File: src/rtl/pincfg_mux_pkg.sv
// pincfg_pkg: shared constants for the pin configuration mux.
//   Register word addresses and STATUS bit positions used by the
//   bus decode in pincfg_mux and by anything that talks to it.
package pincfg_pkg;
  localparam logic [3:0] ADR_POLARITY = 4'd0;
  localparam logic [3:0] ADR_SELECT   = 4'd1;
  localparam logic [3:0] ADR_SDMASK   = 4'd2;
  localparam logic [3:0] ADR_STATUS   = 4'd3;
  localparam logic [3:0] ADR_FILTER   = 4'd4;
  localparam logic [3:0] ADR_EVCOUNT  = 4'd5;

  localparam int ST_ACTIVE = 0;  // sticky shutdown state, write 1 to clear
  localparam int ST_SYNC   = 1;  // synchronised shutdown input, read-only
endpackage

File: src/rtl/pincfg_mux_if.sv
// pincfg_mux_if: Wishbone-style register bus between a host and pincfg_mux.
//   wb_cyc_i/wb_stb_i/wb_we_i  request qualifiers
//   wb_adr_i                   register word address
//   wb_dat_i / wb_dat_o        write / registered read data
//   wb_ack_o                   registered single-cycle acknowledge
interface pincfg_mux_if;
  logic        wb_cyc_i;
  logic        wb_stb_i;
  logic        wb_we_i;
  logic [3:0]  wb_adr_i;
  logic [31:0] wb_dat_i;
  logic [31:0] wb_dat_o;
  logic        wb_ack_o;

  modport master (output wb_cyc_i, wb_stb_i, wb_we_i, wb_adr_i, wb_dat_i,
                  input  wb_dat_o, wb_ack_o);
  modport slave  (input  wb_cyc_i, wb_stb_i, wb_we_i, wb_adr_i, wb_dat_i,
                  output wb_dat_o, wb_ack_o);
endinterface

File: src/rtl/pincfg_mux_shutdown_filter.sv
// pincfg_shutdown_filter: synchroniser, debounce counter and sticky latch
// for the external shutdown request.
//   clk, rst        clock, async active-high reset
//   pin_shutdown_i  asynchronous shutdown request
//   filter_i        debounce length (synced-high cycles before latching)
//   clr_i           clear request; honoured only while the synced input is low
//   sync_o          synchronised input
//   active_o        sticky shutdown state (registered)
module pincfg_shutdown_filter #(
  parameter int FILTER_W = 8
) (
  input  logic                clk,
  input  logic                rst,
  input  logic                pin_shutdown_i,
  input  logic [FILTER_W-1:0] filter_i,
  input  logic                clr_i,
  output logic                sync_o,
  output logic                active_o
);
  logic                meta_q, sync_q, active_q;
  logic [FILTER_W-1:0] cnt_q;
  logic                set_c;

  // >= rather than == so that lowering FILTER below a running count
  // latches on the next high cycle instead of never.
  assign set_c = sync_q && (cnt_q >= filter_i);

  always_ff @(posedge clk or posedge rst) begin
    if (rst) begin
      meta_q   <= 1'b0;
      sync_q   <= 1'b0;
      cnt_q    <= '0;
      active_q <= 1'b0;
    end else begin
      meta_q <= pin_shutdown_i;
      sync_q <= meta_q;
      if (!sync_q)                cnt_q <= '0;
      else if (cnt_q < filter_i)  cnt_q <= cnt_q + 1'b1;
      // set has priority over a simultaneous clear
      if (set_c)                  active_q <= 1'b1;
      else if (clr_i && !sync_q)  active_q <= 1'b0;
    end
  end

  assign sync_o   = sync_q;
  assign active_o = active_q;
endmodule

File: src/rtl/pincfg_mux.sv
// pincfg_mux: per-pin source select + polarity with debounced sticky shutdown.
//   clk, rst         clock, async active-high reset
//   src_in           internal sources; select k picks src_in[k-1], 0 = const 0
//   pins_out         registered pin outputs
//   pin_shutdown     async shutdown request
//   shutdown_active  sticky shutdown state
//   wb               register bus (slave modport)
// Optional: PINCFG_MUX_EVENT_COUNT_EN adds EVCOUNT at address 5, a saturating
// count of shutdown activations; any write there clears it.
module pincfg_mux
  import pincfg_pkg::*;
#(
  parameter int NUM_PINS    = 8,
  parameter int NUM_SOURCES = 3,
  parameter int SEL_W       = 2,
  parameter int FILTER_W    = 8
) (
  input  logic                   clk,
  input  logic                   rst,
  input  logic [NUM_SOURCES-1:0] src_in,
  output logic [NUM_PINS-1:0]    pins_out,
  input  logic                   pin_shutdown,
  output logic                   shutdown_active,
  pincfg_mux_if.slave            wb
);
  localparam int SEL_TOT = NUM_PINS * SEL_W;

  logic [NUM_PINS-1:0] pol_q, mask_q, pins_q, pin_d;
  logic [SEL_TOT-1:0]  sel_q;
  logic [FILTER_W-1:0] filt_q;
  logic                ack_q;
  logic [31:0]         dat_q, rd_c;
  logic                acc_c, wr_c, sync_c, sd_c;
  logic                unused_dat;

  // a held strobe is accepted only while ack is low -> ack every other cycle
  assign acc_c = wb.wb_cyc_i && wb.wb_stb_i && !ack_q;
  assign wr_c  = acc_c && wb.wb_we_i;
  assign unused_dat = ^wb.wb_dat_i;

  pincfg_shutdown_filter #(.FILTER_W(FILTER_W)) u_sd (
    .clk            (clk),
    .rst            (rst),
    .pin_shutdown_i (pin_shutdown),
    .filter_i       (filt_q),
    .clr_i          (wr_c && wb.wb_adr_i == ADR_STATUS && wb.wb_dat_i[ST_ACTIVE]),
    .sync_o         (sync_c),
    .active_o       (sd_c)
  );

`ifdef PINCFG_MUX_EVENT_COUNT_EN
  logic       sd_prev_q;
  logic [7:0] ev_q;
  always_ff @(posedge clk or posedge rst) begin
    if (rst) begin
      sd_prev_q <= 1'b0;
      ev_q      <= '0;
    end else begin
      sd_prev_q <= sd_c;
      if (wr_c && wb.wb_adr_i == ADR_EVCOUNT)    ev_q <= '0;
      else if (sd_c && !sd_prev_q && ev_q != 8'hFF) ev_q <= ev_q + 8'd1;
    end
  end
`endif

  always_comb begin
    rd_c = '0;
    case (wb.wb_adr_i)
      ADR_POLARITY: rd_c[NUM_PINS-1:0] = pol_q;
      ADR_SELECT:   rd_c[SEL_TOT-1:0]  = sel_q;
      ADR_SDMASK:   rd_c[NUM_PINS-1:0] = mask_q;
      ADR_STATUS: begin
        rd_c[ST_ACTIVE] = sd_c;
        rd_c[ST_SYNC]   = sync_c;
      end
      ADR_FILTER:   rd_c[FILTER_W-1:0] = filt_q;
`ifdef PINCFG_MUX_EVENT_COUNT_EN
      ADR_EVCOUNT:  rd_c[7:0] = ev_q;
`endif
      default:      rd_c = '0;
    endcase
  end

  for (genvar i = 0; i < NUM_PINS; i++) begin : g_pin
    logic [SEL_W-1:0] s;
    logic             src_b;
    assign s = sel_q[i*SEL_W +: SEL_W];
    // out-of-range selects fall through to constant 0
    always_comb begin
      src_b = 1'b0;
      for (int k = 0; k < NUM_SOURCES; k++)
        if (int'(s) == k + 1) src_b = src_in[k];
    end
    assign pin_d[i] = (sd_c && mask_q[i]) ? pol_q[i] : (src_b ^ pol_q[i]);
  end

  always_ff @(posedge clk or posedge rst) begin
    if (rst) begin
      pol_q  <= '0;
      sel_q  <= '0;
      mask_q <= '0;
      filt_q <= '0;
      ack_q  <= 1'b0;
      dat_q  <= '0;
      pins_q <= '0;
    end else begin
      ack_q  <= acc_c;
      pins_q <= pin_d;
      if (acc_c) dat_q <= wb.wb_we_i ? 32'd0 : rd_c;
      if (wr_c) begin
        case (wb.wb_adr_i)
          ADR_POLARITY: pol_q  <= wb.wb_dat_i[NUM_PINS-1:0];
          ADR_SELECT:   sel_q  <= wb.wb_dat_i[SEL_TOT-1:0];
          ADR_SDMASK:   mask_q <= wb.wb_dat_i[NUM_PINS-1:0];
          ADR_FILTER:   filt_q <= wb.wb_dat_i[FILTER_W-1:0];
          default: ;
        endcase
      end
    end
  end

  assign pins_out        = pins_q;
  assign shutdown_active = sd_c;
  assign wb.wb_ack_o     = ack_q;
  assign wb.wb_dat_o     = dat_q;
endmodule

File: src/flat_wrapper.sv
// flat-port wrapper written by rule: the top's interface ports become plain ports
module pincfg_mux_flat import pincfg_pkg::*;
#(
  parameter int NUM_PINS    = 8,
  parameter int NUM_SOURCES = 3,
  parameter int SEL_W       = 2,
  parameter int FILTER_W    = 8
)
  (clk, rst, src_in, pins_out, pin_shutdown, shutdown_active, wb_wb_cyc_i, wb_wb_stb_i, wb_wb_we_i, wb_wb_adr_i, wb_wb_dat_i, wb_wb_dat_o, wb_wb_ack_o);
  pincfg_mux_if wb_i ();
  input  logic clk;
  input  logic rst;
  input  logic [NUM_SOURCES-1:0] src_in;
  output logic [NUM_PINS-1:0] pins_out;
  input  logic pin_shutdown;
  output logic shutdown_active;
  input wire logic [$bits(wb_i.wb_cyc_i)-1:0] wb_wb_cyc_i;
  input wire logic [$bits(wb_i.wb_stb_i)-1:0] wb_wb_stb_i;
  input wire logic [$bits(wb_i.wb_we_i)-1:0] wb_wb_we_i;
  input wire logic [$bits(wb_i.wb_adr_i)-1:0] wb_wb_adr_i;
  input wire logic [$bits(wb_i.wb_dat_i)-1:0] wb_wb_dat_i;
  output wire logic [$bits(wb_i.wb_dat_o)-1:0] wb_wb_dat_o;
  output wire logic [$bits(wb_i.wb_ack_o)-1:0] wb_wb_ack_o;
  assign wb_i.wb_cyc_i = wb_wb_cyc_i;
  assign wb_i.wb_stb_i = wb_wb_stb_i;
  assign wb_i.wb_we_i = wb_wb_we_i;
  assign wb_i.wb_adr_i = wb_wb_adr_i;
  assign wb_i.wb_dat_i = wb_wb_dat_i;
  assign wb_wb_dat_o = wb_i.wb_dat_o;
  assign wb_wb_ack_o = wb_i.wb_ack_o;
  pincfg_mux #(.NUM_PINS(NUM_PINS), .NUM_SOURCES(NUM_SOURCES), .SEL_W(SEL_W), .FILTER_W(FILTER_W)) u_core (.clk(clk), .rst(rst), .src_in(src_in), .pins_out(pins_out), .pin_shutdown(pin_shutdown), .shutdown_active(shutdown_active), .wb(wb_i));
endmodule
File: config.mk
export PLATFORM = sky130hd
export DESIGN_NAME = pincfg_mux_flat
export DESIGN_NICKNAME = d
export VERILOG_FILES = /design/src/rtl/pincfg_mux_pkg.sv /design/src/rtl/pincfg_mux_if.sv /design/src/rtl/pincfg_mux_shutdown_filter.sv /design/src/rtl/pincfg_mux.sv /design/src/flat_wrapper.sv
export SDC_FILE = /design/constraint.sdc
export NUM_CORES = 1
export LEC_CHECK = 0
export CAP_MARGIN = 10
export CORE_UTILIZATION = 40
export CTS_BUF_LIST = sky130_fd_sc_hd__clkbuf_16
export DETAILED_ROUTE_END_ITERATION = 8
export PLACE_DENSITY_LB_ADDON = 0.1
export SYNTH_ARGS = -nofsm -noshare
export SYNTH_HDL_FRONTEND = slang
export SYNTH_SLANG_ARGS = --single-unit
File: constraint.sdc
create_clock -name clk -period 8.7 [get_ports clk]
set_clock_uncertainty 0.2 [all_clocks]
set_input_delay 2.61 -clock clk [delete_from_list [all_inputs] [get_ports clk]]
set_output_delay 2.61 -clock clk [all_outputs]
set_load 0.01 [all_outputs]
==> run summary <==
Reg2Reg Depth -> 5
largest fanout on the critical path -> 15
die area -> 9750 um^2
Distinct cells, synth -> 40
CTS tree -> built
Tightest Hold Check Type -> flop to flop
I/O pin count -> 87
critical path data required time -> 8.72 ns
fin. max-slew vios -> 0
FF-to-FF setup slack -> 6.24 ns
layout cells sized above 1 -> 17.29%
PostCTS Resize Cnt -> 0
DRC viols -> 0
die height -> 98.74 um
Nets -> 425
Inst Count DP -> 468
mapped cell area -> 3744 um^2
fin cells -> 484
worst relative slew slack -> 36.14%
multi-input logic area -> 1638 um^2
Peak Freq -> 0.1976 GHz
Mapped Cells -> 321
Startpoint Class -> input pin
CORE AREA -> 8891 um^2
CP endpoint kind -> flop
Synth Warn # -> 0
gr ovfl total -> 0
crit path from -> wb_wb_adr_i[0]
die width -> 98.74 um
Setup crit end -> u_core.filt_q[0]
unrepaired setup endpoints after global routing -> no
Area contributors post-synth -> dfrtp_1 (51%), mux2_2 (10%), buf_4 (4.0%)
asr flop ratio synth -> 100.0%
IO buf count -> 54
H-tree depth -> 3
Yosys reg bits -> 76
RePlAce Congestion -> 0.7543
critical path class -> input pin to flop
Worst-Margin Slew -> 0.9580 ns
Total GRT Usage -> 18.91%
Leak -> 2.085 nW
final WL -> 8349 um
Pre-antenna DRT Iters -> 6
Root Driver -> clkbuf_16
main flop type after synthesis -> dfrtp_1
first-pass GRT wire length -> 13900 um
Area Growth Syn to Fin -> 22.13%
Arr. time, crit path -> 5.08 ns
maximum vdd drop -> 102.2 uV
antenna diode count -> 0
Antenna Nets Post-Route -> 0
period utilisation layout -> 58.17%
initial core utilization -> 42.11%
reg2reg end -> u_core.sel_q[13]
leading area contributor after synthesis -> dfrtp_1
Clock Sinks -> 76
min cycle time layout -> 5.061 ns
vias per cell -> 5.562
Max-Cap Viols -> 0
CTS clk-pin slew, worst paths -> 0.07 ns
Setup Fix Bufs, Post-CTS -> 0
1st-iter DRT viols -> 132
HPWL Detailed -> 5684 um
worst flop-to-flop path startpoint -> u_core.wb.wb_ack_o
Reg area -> 1902 um^2
initial antenna violation count -> 0
via count -> 2692
Hold Fails Final Rpt -> 0
detail-routed net length per standard cell -> 17.25 um
Synth top area share -> 50.80%
pwr/cell area -> 203.3 nW/um^2
# rows -> 34
TritonCTS buffer count -> 9
Syn Area/Cell -> 11.66 um^2
outcome -> finished clean
Clock Tree Buf Depth -> 2
Setup TNS -> 0 ns
# fillers -> 779
vias in the first global route -> 2614
Hold Path Depth -> 0
final setup vio count -> 0
EDFF count, synth -> 0
post-synthesis sequential area ratio -> 50.80%
Clk Latency, worst-skew pair -> 0.33 ns
hold buffer count at cts -> 0
largest net degree at the start of global routing -> 77
## where the power goes
group / leakage [nW] / switching (mW) / internal (mW)
combinational: 0.938 / 0.0610 / 0.0666
clock: 0.150 / 0.156 / 0.228
sequential: 0.997 / 0.0286 / 0.390
total: 2.08 / 0.246 / 0.684
## cell type report
class	instances	share of cell area (%)
inverters	11	0.9031
flip-flops and latches	76	41.60
multi-input cells	218	35.82
repair buffers	55	11.99
clock inverters	7	1.806
well taps	108	2.956
clock buffers	9	4.926
## how the worst min path moves through the flow
stage                     slack [ns]                 end               start
after floorplan                 0.13  u_core.u_sd.sync_o  u_core.u_sd.meta_q
after global placement          0.13  u_core.u_sd.sync_o  u_core.u_sd.meta_q
after detailed placement        0.14  u_core.u_sd.sync_o  u_core.u_sd.meta_q
after CTS                       0.16  u_core.u_sd.sync_o  u_core.u_sd.meta_q
after global routing            0.16  u_core.u_sd.sync_o  u_core.u_sd.meta_q
final                           0.16  u_core.u_sd.sync_o  u_core.u_sd.meta_q
## state kept, by name, summed over array words and instances (netlist names)
register,count
u_core.wb.wb_ack_o,1
u_core.mask_q,8
u_core.u_sd.sync_o,1
u_core.u_sd.meta_q,1
u_core.u_sd.active_o,1
u_core.pol_q,8
u_core.sel_q,16
u_core.pins_out,8
u_core.u_sd.cnt_q,8
u_core.filt_q,8
u_core.wb.wb_dat_o,16
## synthesized netlist by cell type (2+ instances only)
library cell  instances
nand3_1               4
ha_1                  9
o211ai_1              3
a222oi_1              8
o21ai_2               3
buf_2                 3
or4_1                 4
mux2_2               34
clkbuf_1              6
nor4b_4               2
a21boi_0              7
nand2_2               3
a21oi_1              20
o21ai_1               3
o31ai_1               8
dfrtp_1              76
xor2_1                8
a22o_1               16
a31oi_1               9
buf_4                20
o21ai_0              14
nand4_1               3
and3_1                5
nand2_1              24
nor2b_1               2
or3_1                 3
inv_1                11
## cells in the final DEF, fill, tap and decap left out, types with 2 or more instances in the layout
cell and count:
ha_1 9, clkdlybuf4s50_1 54, or3_1 3, xor2_1 8, inv_8 2, inv_1 10, o211ai_1 3, nor2b_1 2
a21oi_1 20, o21ai_0 14, inv_6 2, conb_1 16, and3_1 5, nand2_2 3, nand3_1 4, a222oi_1 8
a31oi_1 9, o31ai_1 8, o21ai_1 3, clkbuf_16 9, nand2_1 24, o21ai_2 3, or4_1 4, mux2_2 34
nor4b_4 2, a21boi_0 7, nand4_1 3, a22o_1 16, dfrtp_1 76
## cell families after synthesis
kind of cell | share of synthesized area [%]
multiplexers | 10.53
AND/OR/NAND/NOR | 9.827
flip-flops | 50.80
XOR/XNOR | 1.872
other | 0.1002
adder cells (fa/ha/maj) | 3.275
AO/OA/AOI/OAI | 16.64
buffers and inverters | 6.952
## critical path, cell delays in order
cell             delay [ns]
clkdlybuf4s50_1        0.65
nor4b_4                0.71
and3_1                 0.73
mux2_1                 0.38
## layer usage
| layer | vias to the layer above | share of wire, % | track usage (%) |
|---|---|---|---|
| li1 | 1264 | - | - |
| met1 | 1336 | 47 | 26.89 |
| met2 | 80 | 47 | 28.78 |
| met3 | 12 | 4.3 | 3.759 |
| met4 | 0 | 1.8 | 6.659 |
| met5 | - | 0 | 0 |
## through the flow
stage | utilization (%) | worst slack [ns] | power, mW | cell area (um^2) | hold slack (ns)
after floorplan | - | 3.952 | 0.4988 | 3800 | 0.1312
after global placement | 47.96 | 3.343 | 0.5502 | 4264 | 0.1321
after detailed placement | 47.96 | 3.283 | 0.5535 | 4264 | 0.1373
after CTS | 51.42 | 3.646 | 0.9395 | 4572 | 0.1589
after global routing | 51.42 | 3.498 | 0.9775 | 4572 | 0.1594
final | 51.42 | 3.639 | 0.9296 | 4572 | 0.1550
(Power assumes the default switching activity.)
